<file path="src/rtl/edge_event_reader_if.sv">
// Bundle of event strobes, pending/overflow status and the valid/ready drain port.
// Pure wiring, no latency.
// Backpressure is carried by evt_ready_i; the slave side holds evt_idx_o while stalled.
interface edge_event_reader_if #(
    parameter int WIDTH = 32
);
    localparam int IDX_W = $clog2(WIDTH);

    logic [WIDTH-1:0] edge_i;
    logic             evt_valid_o;
    logic             evt_ready_i;
    logic [IDX_W-1:0] evt_idx_o;
    logic [WIDTH-1:0] pending_o;
    logic             ovf_o;
    logic             ovf_clr_i;

    // Reader side (the design)
    modport slave (
        input  edge_i,
        input  evt_ready_i,
        input  ovf_clr_i,
        output evt_valid_o,
        output evt_idx_o,
        output pending_o,
        output ovf_o
    );

    // Capture stage plus consumer side
    modport master (
        output edge_i,
        output evt_ready_i,
        output ovf_clr_i,
        input  evt_valid_o,
        input  evt_idx_o,
        input  pending_o,
        input  ovf_o
    );
endinterface

</file>
<file path="src/rtl/edge_event_reader.sv">
// Collects per-bit edge strobes into a pending vector and drains them round-robin as indices.
// Edge in cycle N -> pending at N+1 -> earliest evt_valid_o at N+2; 1 event/cycle when ready stays high.
// While stalled the held index is stable, pending keeps accumulating and repeats set the sticky overflow.
module edge_event_reader #(
    parameter int WIDTH = 32
) (
    input  logic               clk,
    input  logic               reset,
    edge_event_reader_if.slave bus
);
    localparam int IDX_W = $clog2(WIDTH);

    localparam logic [0:0] ST_IDLE  = 1'b0;
    localparam logic [0:0] ST_VALID = 1'b1;

    logic [0:0]       r_state;
    logic [WIDTH-1:0] r_pending;
    logic [IDX_W-1:0] r_ptr;
    logic [IDX_W-1:0] r_idx;
    logic             r_ovf;

    logic [IDX_W-1:0] w_win;
    logic [IDX_W-1:0] w_ptr_next;
    int               w_sel_j;
    logic             w_any;
    logic             w_xfer;
    logic             w_load;
    logic [WIDTH-1:0] w_load_mask;
    logic [WIDTH-1:0] w_pending_next;
    logic             w_ovf_set;

    // Round-robin pick: lowest offset from r_ptr (with wrap) that is pending wins
    always_comb begin
        w_win   = '0;
        w_sel_j = 0;
        for (int i = WIDTH - 1; i >= 0; i--) begin
            w_sel_j = int'(r_ptr) + i;
            if (w_sel_j >= WIDTH) w_sel_j = w_sel_j - WIDTH;
            if (r_pending[IDX_W'(w_sel_j)]) w_win = IDX_W'(w_sel_j);
        end
    end

    // The holding register is free when empty or when its current index transfers this cycle
    always_comb begin
        w_any          = |r_pending;
        w_xfer         = (r_state == ST_VALID) && bus.evt_ready_i;
        w_load         = ((r_state == ST_IDLE) || w_xfer) && w_any;
        w_load_mask    = w_load ? (WIDTH'(1) << w_win) : '0;
        // A fresh edge on the bit being loaded re-pends, so OR-in after the clear
        w_pending_next = (r_pending & ~w_load_mask) | bus.edge_i;
        w_ovf_set      = |(bus.edge_i & r_pending & ~w_load_mask);
        w_ptr_next     = (w_win == IDX_W'(WIDTH - 1)) ? '0 : (w_win + IDX_W'(1));
    end

    // Pending vector and sticky overflow; a new overflow beats a same-cycle clear
    always_ff @(posedge clk or negedge reset) begin
        if (!reset) begin
            r_pending <= '0;
            r_ovf     <= 1'b0;
        end else begin
            r_pending <= w_pending_next;
            if (w_ovf_set)
                r_ovf <= 1'b1;
            else if (bus.ovf_clr_i)
                r_ovf <= 1'b0;
        end
    end

    // Output holding FSM: load winner and advance pointer, or fall back to idle after the last transfer
    always_ff @(posedge clk or negedge reset) begin
        if (!reset) begin
            r_state <= ST_IDLE;
            r_idx   <= '0;
            r_ptr   <= '0;
        end else begin
            if (w_load) begin
                r_state <= ST_VALID;
                r_idx   <= w_win;
                r_ptr   <= w_ptr_next;
            end else if (w_xfer) begin
                r_state <= ST_IDLE;
            end
        end
    end

    assign bus.evt_valid_o = (r_state == ST_VALID);
    assign bus.evt_idx_o   = r_idx;
    assign bus.pending_o   = r_pending;
    assign bus.ovf_o       = r_ovf;
endmodule

</file>
<file path="src/flat_wrapper.sv">
// flat-port wrapper written by rule: the top's interface ports become plain ports
module edge_event_reader_flat 
#(
    parameter int WIDTH = 32
)
  (clk, reset, bus_edge_i, bus_evt_ready_i, bus_ovf_clr_i, bus_evt_valid_o, bus_evt_idx_o, bus_pending_o, bus_ovf_o);
  edge_event_reader_if #(.WIDTH(WIDTH)) bus_i ();
  input  logic clk;
  input  logic reset;
  input wire logic [$bits(bus_i.edge_i)-1:0] bus_edge_i;
  input wire logic [$bits(bus_i.evt_ready_i)-1:0] bus_evt_ready_i;
  input wire logic [$bits(bus_i.ovf_clr_i)-1:0] bus_ovf_clr_i;
  output wire logic [$bits(bus_i.evt_valid_o)-1:0] bus_evt_valid_o;
  output wire logic [$bits(bus_i.evt_idx_o)-1:0] bus_evt_idx_o;
  output wire logic [$bits(bus_i.pending_o)-1:0] bus_pending_o;
  output wire logic [$bits(bus_i.ovf_o)-1:0] bus_ovf_o;
  assign bus_i.edge_i = bus_edge_i;
  assign bus_i.evt_ready_i = bus_evt_ready_i;
  assign bus_i.ovf_clr_i = bus_ovf_clr_i;
  assign bus_evt_valid_o = bus_i.evt_valid_o;
  assign bus_evt_idx_o = bus_i.evt_idx_o;
  assign bus_pending_o = bus_i.pending_o;
  assign bus_ovf_o = bus_i.ovf_o;
  edge_event_reader #(.WIDTH(WIDTH)) u_core (.clk(clk), .reset(reset), .bus(bus_i));
endmodule
</file>
<file path="config.mk">
export PLATFORM = sky130hd
export DESIGN_NAME = edge_event_reader_flat
export DESIGN_NICKNAME = d
export VERILOG_FILES = /design/src/rtl/edge_event_reader_if.sv /design/src/rtl/edge_event_reader.sv /design/src/flat_wrapper.sv
export SDC_FILE = /design/constraint.sdc
export NUM_CORES = 1
export LEC_CHECK = 0
export BUFFER_PORTS_ARGS = -buffer_cell sky130_fd_sc_hd__buf_2
export CAP_MARGIN = 0
export CORE_MARGIN = 2
export CORE_UTILIZATION = 55
export CTS_BUF_LIST = sky130_fd_sc_hd__clkbuf_4 sky130_fd_sc_hd__clkbuf_8
export DETAILED_ROUTE_END_ITERATION = 7
export PLACE_DENSITY = 0.82
export SYNTH_ARGS = -nofsm -noshare
export SYNTH_HDL_FRONTEND = slang
export SYNTH_SLANG_ARGS = --single-unit
</file>
<file path="constraint.sdc">
create_clock -name clk -period 8.35 [get_ports clk]
set_input_delay 0.835 -clock clk [delete_from_list [all_inputs] [get_ports clk]]
set_output_delay 0.835 -clock clk [all_outputs]
set_load 0.05 [all_outputs]
</file>
==> impl_metrics.toml, run 1 <==
[status]
status = "finished clean"

[power]
p_int_uw = 1840
clkPwrFrac_pct = 3.6
switchingPower_uw = 2960
combPwrFrac_pct = 88.8
peakVddDrop_v = 0.000226
switching_share_pct = 61.6
leakage_uw = 0.00356
pwr-share-seq_pct = 7.6
power_density_nw_per_um2 = 469

[place]
port_buffers = 74
place.detailed.hpwl_mm = 28.6
place.gp.congestion = 1.20

[cts]
clockBufferDepth = 2
ctsHoldBuffers = 0
htreeDepth = 2
post-cts-setup-buffers = 0
cts_num_sinks = 44
ctsResizeCount = 0
clkLatencyLatePin_ns = 0.32
cts_tree = "done"
clk_pin_slew_ns = 0.10
root_buffer = "clkbuf_8"
cts_made_buffers = 5

[global_routing]
grt_pass1_wl_mm = 58.9
grt_pass1_vias = 9748
grt_start_max_net_pins = 71
grt_overflow_total = 0
antenna_found_initial = 1
groute.usage.overall_pct = 41.5

[worst_setup_path]
endpoint_kind = "register"
cp_cell_sequence = "buf_4, inv_1, buf_4, ha_1, xor2_1, buf_4, mux2i_1, mux2i_1, mux2i_1, nor2b_1, nand2_1, a221o_1, a211oi_1, o21ai_0, and2_1, nor2_1, buf_4, ha_1, nand2_1, a2111oi_0, o311ai_0, nor4bb_1, nand4b_1"
critPathMaxStageDelay_ns = 0.70
crit_path_frequent_cell = "buf_4"
startpoint_type = "register"
path_class = "reg -> reg"
path_buf_inv = 5
cp_slowest_cell = "mux2i_1"
cp_data_required_time_ns = 8.54
critPathMaxFanout = 31
crit_family = "simple AND/OR/NAND/NOR gates"
arrival_ns = 7.18

[timing]
finalSetupViolCount = 0
fin_crit_ns = 6.99
final_max_slew_viol_count = 0
period_share_pct = 83.7
grt_setup_unrepaired = "false"
worst_pin_slew_ns = 1.32
finalHoldViolations = 0
fin_tns_setup_ns = 0
clock_skew_ns = 0.0130
maxSlewHeadroom_pct = 11.7
whs_ns = 0.500
fmax_mhz = 143

[yosys]
synth_area_leader_cell = "mux4_2"
yosys_warnings = 0
synth-seq-cells = 44
avgSynthCellArea_sq_um = 8.57
synth-async-reset-ratio_pct = 100
syn_nets = 1184
synth_top_area_share_pct = 17.9
ys.flop_type = "dfrtp_1"
ys_seq_area_share_pct = 11.3
synth_cell_types = 100
synthTopCellsByArea = "mux4_2 (18%), dfrtp_1 (11%), mux2i_1 (9.2%), mux2_2 (6.6%), nand2_1 (5.2%)"
synthCells = 1133
synth_edf_count = 0
netlist_area_sq_um = 9710

[routing]
via_per_inst = 7.87
wirelength_mm = 38.7
drt_pass1_iterations = 7
wl_per_cell_microns = 28.2
remaining_drc_errors = 0
ant_nets = 0
num_vias = 10800
drt-initial-drc-count = 1726

[job]
maxCapViolCount = 0

[floorplanning]
design.core.area_sq_um = 17300
initial_core_util_pct = 56.2
die_w_microns = 137
fp.dieH_microns = 137
pin_count = 75
die_area_sq_um = 18700
rows = 48

[finish]
fin_nets = 1194
final_util_pct = 59.2
n_antenna_cell = 0
drive_gt1_share_pct = 25.3
area_growth_pct = 5.49

[hold_path]
min_path_type = "reg -> reg"
-- cells in the final DEF (no fill, tap or decap), types with 5 or more instances in the layout --
cell type and instances:
nand2_1 134, mux2i_1 89, mux4_2 77, buf_2 74, nor2_1 72, mux2_2 57
a21oi_1 55, o21ai_0 44, dfrtp_1 42, buf_4 38, a21o_1 36, a31oi_1 27
xnor2_1 26, nand3_1 23, nor3_1 20, nor4_1 18, inv_1 15, a211oi_1 14
ha_1 14, o22ai_1 13, or3_1 12, a22oi_1 11, nor2b_1 10, o211ai_1 10
and3_1 9, nand2b_1 9, nand4_1 8, and2_1 8, o2111ai_1 8, o221ai_1 7
a21boi_0 6, mux2_1 6, or2_2 6, o22a_1 6, a211o_1 6, a2111oi_0 6
nand4b_1 5, or4_1 5, clkbuf_8 5
-- layout make-up --
| type | instances | area [sq um] |
|---|---|---|
| Clock inverter | 3 | 46.3 |
| Inverter | 17 | 63.8 |
| Timing Repair Buffer | 112 | 656 |
| Multi-Input combinational cell | 963 | 8030 |
| Clock buffer | 5 | 68.8 |
| Tap cell | 225 | 282 |
| Fill cell | 1526 | 7050 |
| Sequential cell | 44 | 1110 |
-- final timing paths --
path | start | to | slack, ns | depth (start not counted)
setup reg to reg | u_core.r_ptr[0] | u_core.bus.ovf_o | 1.36 | 23
max in group asynchronous | reset | u_core.r_ptr[1] | 6.94 | 1
hold reg to reg | u_core.bus.evt_idx_o[3] | u_core.bus.evt_idx_o[3] | 0.50 | 1
min in group asynchronous | reset | u_core.bus.evt_valid_o | 0.68 | 1
setup / recovery | u_core.r_ptr[0] | u_core.bus.ovf_o | 1.36 | 23
hold / removal | u_core.bus.evt_idx_o[3] | u_core.bus.evt_idx_o[3] | 0.50 | 1
-- cells by family (layout without fill, tap and decap cells) --
| logic type | after synthesis | in the layout | share of synthesized area (%) |
|---|---|---|---|
| adder cells (fa/ha/maj) | 15 | 15 | 1.93 |
| flip-flops | 44 | 44 | 11.3 |
| XOR/XNOR | 32 | 32 | 3.12 |
| buffers and inverters | 126 | 137 | 6.08 |
| multiplexers | 233 | 233 | 35.1 |
| AND/OR/NAND/NOR | 366 | 366 | 19.1 |
| AO/OA/AOI/OAI | 317 | 317 | 23.3 |
-- cells in the mapped netlist, types with 7 or more instances --
master,number
clkbuf_1,69
a21o_1,36
o2111ai_1,8
a22oi_1,11
nor4_1,18
nand2_1,134
and2_1,8
dfrtp_1,44
and3_1,9
mux2_2,57
inv_1,15
mux2i_1,89
buf_2,24
nor2b_1,10
nor3_1,20
buf_6,7
xnor2_1,26
or3_1,12
nand2b_1,9
nand3_1,23
o22ai_1,13
a211oi_1,14
mux4_2,77
o221ai_1,7
nor2_1,72
nand4_1,8
o211ai_1,10
o21ai_0,45
ha_1,15
a31oi_1,27
a21oi_1,55
-- state kept, by name (all words and copies together), names as in the netlist --
signal	cells
u_core.bus.evt_valid_o	1
u_core.r_ptr	5
u_core.bus.ovf_o	1
u_core.bus.pending_o	32
u_core.bus.evt_idx_o	5
-- power by group through the flow --
stage                     Sequential (uW)  Combinational, uW  Clock [uW]
after floorplan                       393               2960           0
after CTS                             357               4040         173
after global routing                  367               4450         183
after detailed placement              361               4030           0
final                                 366               4260         174
after global placement                358               4000           0
-- routing by layer --
metal | vias up | share of wire, % | GRT usage (%) | wire length, microns
met1 | 5047 | 36 | 55.4 | 13800
li1 | 4451 | - | - | -
met2 | 1031 | 42 | 60.3 | 16100
met3 | 245 | 15 | 11.0 | 5700
met4 | 0 | 8.0 | 24.7 | 3100
met5 | - | 0 | 0 | 0
-- through the flow --
step                total power [uW]  setup WS, ns  instance area (sq um)  instances
floorplan                       3350          2.09                   9710       1133
global route                    5000          1.06                  10200       1369
finish                          4800          1.36                  10200       1369
CTS                             4570          1.56                  10200       1369
detailed placement              4390          1.57                  10100       1361
global placement                4360          1.72                  10100       1361
No activity file was read; power rests on OpenSTA's default activity.
==> inputs of run 2 (changes only) <==
--- a/config.mk
+++ b/config.mk
@@ -11,7 +11,7 @@
 export CORE_UTILIZATION = 55
 export CTS_BUF_LIST = sky130_fd_sc_hd__clkbuf_4 sky130_fd_sc_hd__clkbuf_8
 export DETAILED_ROUTE_END_ITERATION = 7
-export PLACE_DENSITY = 0.82
+export PLACE_DENSITY = 0.85
 export SYNTH_ARGS = -nofsm -noshare
 export SYNTH_HDL_FRONTEND = slang
 export SYNTH_SLANG_ARGS = --single-unit
==> constraint.sdc (replaced) <==
create_clock -name clk -period 5.95 [get_ports clk]
set_input_delay 0.595 -clock clk [delete_from_list [all_inputs] [get_ports clk]]
set_output_delay 0.595 -clock clk [all_outputs]
set_load 0.05 [all_outputs]
==> impl_metrics.toml, run 2 (synthesis gave the netlist of run 1 again) <==
[status]
status = "finished clean"

[hold_path]
min_path_type = "in -> async"

[global_routing]
antenna_found_initial = 0
grt_pass1_wl_mm = 67.0
grt_overflow_total = 0
grt_pass1_vias = 10900
grt_start_max_net_pins = 45
groute.usage.overall_pct = 48.7

[power]
leakage_uw = 0.00441
switching_share_pct = 56.8
peakVddDrop_v = 0.000397
combPwrFrac_pct = 90.6
switchingPower_uw = 4620
power_density_nw_per_um2 = 693
p_int_uw = 3510
pwr-share-seq_pct = 6.3
clkPwrFrac_pct = 3.1

[place]
place_area_sq_um = 11400
place.detailed.hpwl_mm = 35.1
place.gp.congestion = 1.17
port_buffers = 74

[routing]
ant_nets = 0
num_vias = 11600
remaining_drc_errors = 0
wl_per_cell_microns = 29.7
wirelength_mm = 45.5
via_per_inst = 7.61
drt-initial-drc-count = 1846
drt_pass1_iterations = 7

[floorplanning]
initial_core_util_pct = 56.2
pin_count = 75
die_w_microns = 137
design.core.area_sq_um = 17300
fp.dieH_microns = 137
die_area_sq_um = 18700
rows = 48

[timing]
worst_pin_slew_ns = 1.15
finalSetupViolCount = 0
finalHoldViolations = 0
final_max_slew_viol_count = 0
period_share_pct = 97.7
clock_skew_ns = 0.0179
fin_crit_ns = 5.81
maxSlewHeadroom_pct = 23.5
fmax_mhz = 172
fin_tns_setup_ns = 0

[finish]
fillers = 1451
most-common-layout-cells = "buf_4 (188), nand2_1 (134), mux2i_1 (87)"
post-route-cell-area_sq_um = 11700
final_util_pct = 67.8
final_common_cell = "buf_4"
drive_gt1_share_pct = 36.2
largest_reg_flops = 32
area_growth_pct = 20.7
n_antenna_cell = 0
fin_nets = 1354

[cts]
htreeDepth = 2
ctsHoldBuffers = 0
root_buffer = "clkbuf_8"
cts_made_buffers = 5
clockBufferDepth = 2
cts_tree = "done"
clkLatencyLatePin_ns = 0.31
clk_pin_slew_ns = 0.10
cts_num_sinks = 44

[worst_setup_path]
path_class = "reg -> reg"
arrival_ns = 6.00
cp_data_required_time_ns = 6.14
endpoint_kind = "register"
critPathMaxFanout = 14
startpoint_type = "register"

[job]
maxCapViolCount = 0
run 2: changes by cell type in the layout (fill, tap and decap cells not counted), sizes merged:
cell	change
buf	+160
clkbuf	+1
clkinv	+1
clkinvlp	-1
inv	-1
run 2: layer usage:
| layer | track usage [%] | vias to the layer above | share of wire [%] |
|---|---|---|---|
| li1 | - | 4768 | - |
| met1 | 57.9 | 5480 | 33 |
| met2 | 74.9 | 1080 | 43 |
| met3 | 14.1 | 310 | 14 |
| met4 | 36.1 | 0 | 10 |
| met5 | 0 | - | 0 |
run 2: final timing paths:
| check | depth (start not counted) | slack (ns) | start | to |
|---|---|---|---|---|
| min in group clk | 2 | 0.47 | bus_edge_i[12] | u_core.bus.pending_o[12] |
| worst min register to register | 1 | 0.49 | u_core.bus.evt_idx_o[3] | u_core.bus.evt_idx_o[3] |
| worst min-delay path | 1 | 0.46 | reset | u_core.bus.pending_o[14] |
| worst max register to register | 20 | 0.14 | u_core.r_ptr[1] | u_core.bus.ovf_o |
| max in group asynchronous | 1 | 4.74 | reset | u_core.r_ptr[1] |
| worst max-delay path | 20 | 0.14 | u_core.r_ptr[1] | u_core.bus.ovf_o |
run 2: timing repair:
item,in CTS,in global routing
buffers inserted,0,8
endpoints found under the setup margin,0,2
hold endpoints to repair,0,0
resized for setup,0,33
run 2: worst max-delay path, stage by stage, from the launching register on:
cell and delay (ns):
dfrtp_4 0.45, clkinv_2 0.09, buf_4 0.15, ha_4 0.39
buf_4 0.30, mux2i_1 0.50, buf_4 0.21, mux4_2 0.42
nor2_1 0.07, or3_1 0.31, a2bb2oi_1 0.19, nor4b_4 0.37
o311ai_1 0.23, o21ai_4 0.38, buf_4 0.21, nor4b_4 0.26
buf_4 0.17, a31oi_1 0.08, or4_1 0.41, nor4_1 0.36
nand4b_1 0.14
run 2: power groups by stage:
stage | Clock (uW) | Sequential (uW) | Combinational (uW)
detailed placement | 0 | 496 | 6880
global route | 265 | 509 | 7630
global placement | 0 | 493 | 6830
finish | 252 | 510 | 7360
CTS | 253 | 491 | 6900
floorplan | 0 | 552 | 4210
run 2: area by class of cell:
type / count / area (sq um) / area share [%]
clock buffers: 6 / 82.6 / 0.704
inverters: 17 / 65.1 / 0.555
flip-flops and latches: 44 / 1110 / 9.44
repair buffers: 272 / 1940 / 16.5
multi-input cells: 963 / 8210 / 70.0
clock inverters: 2 / 38.8 / 0.331
well taps: 225 / 282 / 2.40
run 2: through the flow:
| stage | cells | hold slack (ns) | total power, uW | worst slack, ns |
|---|---|---|---|---|
| 2_1_floorplan | 1133 | 0.299 | 4760 | 0.0236 |
| 3_3_place_gp | 1513 | 0.462 | 7330 | 0.0418 |
| 3_5_place_dp | 1513 | 0.466 | 7380 | 0.0444 |
| 4_1_cts | 1521 | 0.470 | 7640 | 0.0272 |
| 5_1_grt | 1529 | 0.473 | 8410 | -0.0243 |
| 6_report | 1529 | 0.460 | 8120 | 0.140 |
==> inputs of run 3 (changes only) <==
--- a/config.mk
+++ b/config.mk
@@ -8,10 +8,10 @@
 export BUFFER_PORTS_ARGS = -buffer_cell sky130_fd_sc_hd__buf_2
 export CAP_MARGIN = 0
 export CORE_MARGIN = 2
-export CORE_UTILIZATION = 55
+export CORE_UTILIZATION = 30
 export CTS_BUF_LIST = sky130_fd_sc_hd__clkbuf_4 sky130_fd_sc_hd__clkbuf_8
 export DETAILED_ROUTE_END_ITERATION = 7
-export PLACE_DENSITY = 0.85
+export PLACE_DENSITY = 0.54
 export SYNTH_ARGS = -nofsm -noshare
 export SYNTH_HDL_FRONTEND = slang
 export SYNTH_SLANG_ARGS = --single-unit
==> constraint.sdc (replaced) <==
create_clock -name clk -period 6.3 [get_ports clk]
set_input_delay 0.63 -clock clk [delete_from_list [all_inputs] [get_ports clk]]
set_output_delay 0.63 -clock clk [all_outputs]
set_load 0.05 [all_outputs]
==> impl_metrics.toml, run 3 (synthesis gave the netlist of run 1 again) <==
[timing]
finalHoldViolations = 0
finalSetupViolCount = 0
fin_crit_ns = 6.27
worst_pin_slew_ns = 1.03
period_share_pct = 99.6
final_max_slew_viol_count = 0
maxSlewHeadroom_pct = 31.2
fmax_mhz = 159
clock_skew_ns = 0.00313

[global_routing]
antenna_found_initial = 1
grt_pass1_vias = 10400
groute.usage.overall_pct = 27.1
grt_start_max_net_pins = 45
grt_pass1_wl_mm = 68.4
grt_overflow_total = 0

[place]
place.detailed.hpwl_mm = 36.4
place.gp.congestion = 1.08
port_buffers = 74

[power]
power_density_nw_per_um2 = 641
p_total_uw = 7230
leakage_uw = 0.00403
peakVddDrop_v = 0.000236

[worst_setup_path]
reg2reg_from = "u_core.r_ptr[2]"
cp_data_required_time_ns = 6.48
arrival_ns = 6.45
r2r_cells = 19
startpoint_type = "register"
endpoint_kind = "register"
r2r_slack_ns = 0.03
path_class = "reg -> reg"
timing.rr.end = "u_core.bus.ovf_o"
critPathMaxFanout = 17

[routing]
via_per_inst = 6.77
remaining_drc_errors = 0
ant_nets = 0
drt-initial-drc-count = 1530
wl_per_cell_microns = 28.6
wirelength_mm = 46.9
drt_pass1_iterations = 6
num_vias = 11100

[hold_path]
min_path_type = "reg -> reg"
holdPathStages = 1
min_to = "u_core.bus.evt_idx_o[3]"
worstHoldStart = "u_core.bus.evt_idx_o[3]"

[finish]
drive_gt1_share_pct = 31.7
largest_reg_flops = 32
fin_nets = 1286
area_growth_pct = 16.1
final_util_pct = 35.6
most-common-layout-cells = "nand2_1 (134), buf_4 (127), mux2i_1 (84)"
final_common_cell = "nand2_1"

[floorplanning]
design.core.area_sq_um = 31700
initial_core_util_pct = 30.6
die_area_sq_um = 33800
rows = 65
pin_count = 75
die_w_microns = 184
fp.dieH_microns = 184

[status]
status = "finished clean"

[cts]
htreeDepth = 2
clk_pin_slew_ns = 0.08
root_buffer = "clkbuf_8"
cts_num_sinks = 44
clkLatencyLatePin_ns = 0.30
cts_made_buffers = 5
clockBufferDepth = 2
cts_tree = "done"
post-cts-setup-buffers = 0

[job]
maxCapViolCount = 0
-- run 3: changes by cell type in the layout (fill, tap and decap cells not counted), sizes merged --
cell      previous run  this run
buf                272       204
inv                 16        15
diode                0         2
clkinvlp             0         1
-- run 3: layout make-up --
| cell class | instances | area [sq um] |
|---|---|---|
| Tap cell | 402 | 503 |
| Clock buffer | 6 | 76.3 |
| Fill cell | 3339 | 20400 |
| Multi-Input combinational cell | 963 | 8110 |
| Clock inverter | 2 | 35.0 |
| Antenna cell | 2 | 5.00 |
| Inverter | 17 | 67.6 |
| Timing Repair Buffer | 204 | 1380 |
| Sequential cell | 44 | 1110 |
-- run 3: power breakdown --
| part | leakage (uW) | switching [uW] | total [uW] | internal [uW] |
|---|---|---|---|---|
| clock network | 0.0000586 | 103 | 225 | 122 |
| logic | 0.00355 | 4050 | 6530 | 2480 |
| registers | 0.000425 | 136 | 474 | 338 |
-- run 3: worst max path at each step --
stage,cells after the start,from,to,slack (ns)
detailed placement,19,u_core.r_ptr[2],u_core.bus.ovf_o,0.25
global route,17,u_core.r_ptr[1],u_core.bus.ovf_o,-0.006
global placement,19,u_core.r_ptr[2],u_core.bus.ovf_o,0.26
floorplan,24,u_core.r_ptr[2],u_core.bus.ovf_o,0.04
CTS,19,u_core.r_ptr[2],u_core.bus.ovf_o,0.20
finish,19,u_core.r_ptr[2],u_core.bus.ovf_o,0.03
-- run 3: what timing repair did --
action                     4_1_cts  5_1_grt
resized for setup                0       17
hold buffers                     0        0
setup endpoints to repair        0        1
-- run 3: stage by stage --
| step | TNS [ns] | instance area, sq um | hold slack, ns | cells | setup WS (ns) |
|---|---|---|---|---|---|
| global placement | 0 | 11100 | 0.468 | 1629 | 0.265 |
| finish | 0 | 11300 | 0.487 | 1640 | 0.0279 |
| CTS | 0 | 11200 | 0.499 | 1637 | 0.202 |
| detailed placement | 0 | 11100 | 0.470 | 1629 | 0.253 |
| global route | -0.00566 | 11300 | 0.507 | 1639 | -0.00566 |
| floorplan | 0 | 9710 | 0.334 | 1133 | 0.0367 |
-- run 3: worst max-delay path: stages (launching register included) --
cell	delay, ns
dfrtp_1	0.39
clkinvlp_4	0.28
buf_4	0.27
ha_1	0.27
buf_4	0.27
mux4_2	0.36
mux2i_1	0.33
o22ai_1	0.28
or2_2	0.42
or4_1	0.49
o2111ai_1	0.14
a22o_1	0.19
a311oi_1	0.08
o311ai_2	0.39
o2111a_1	0.40
buf_4	0.23
a31oi_1	0.09
or4_1	0.52
or4b_1	0.54
nand4b_1	0.19
-- run 3: metal layers --
layer / routed length (microns) / track usage [%] / up-vias
li1: - / - / 4648
met1: 18600 / 36.8 / 5476
met2: 20500 / 41.9 / 819
met3: 5170 / 4.60 / 165
met4: 2560 / 12.9 / 0
met5: 0 / 0 / -
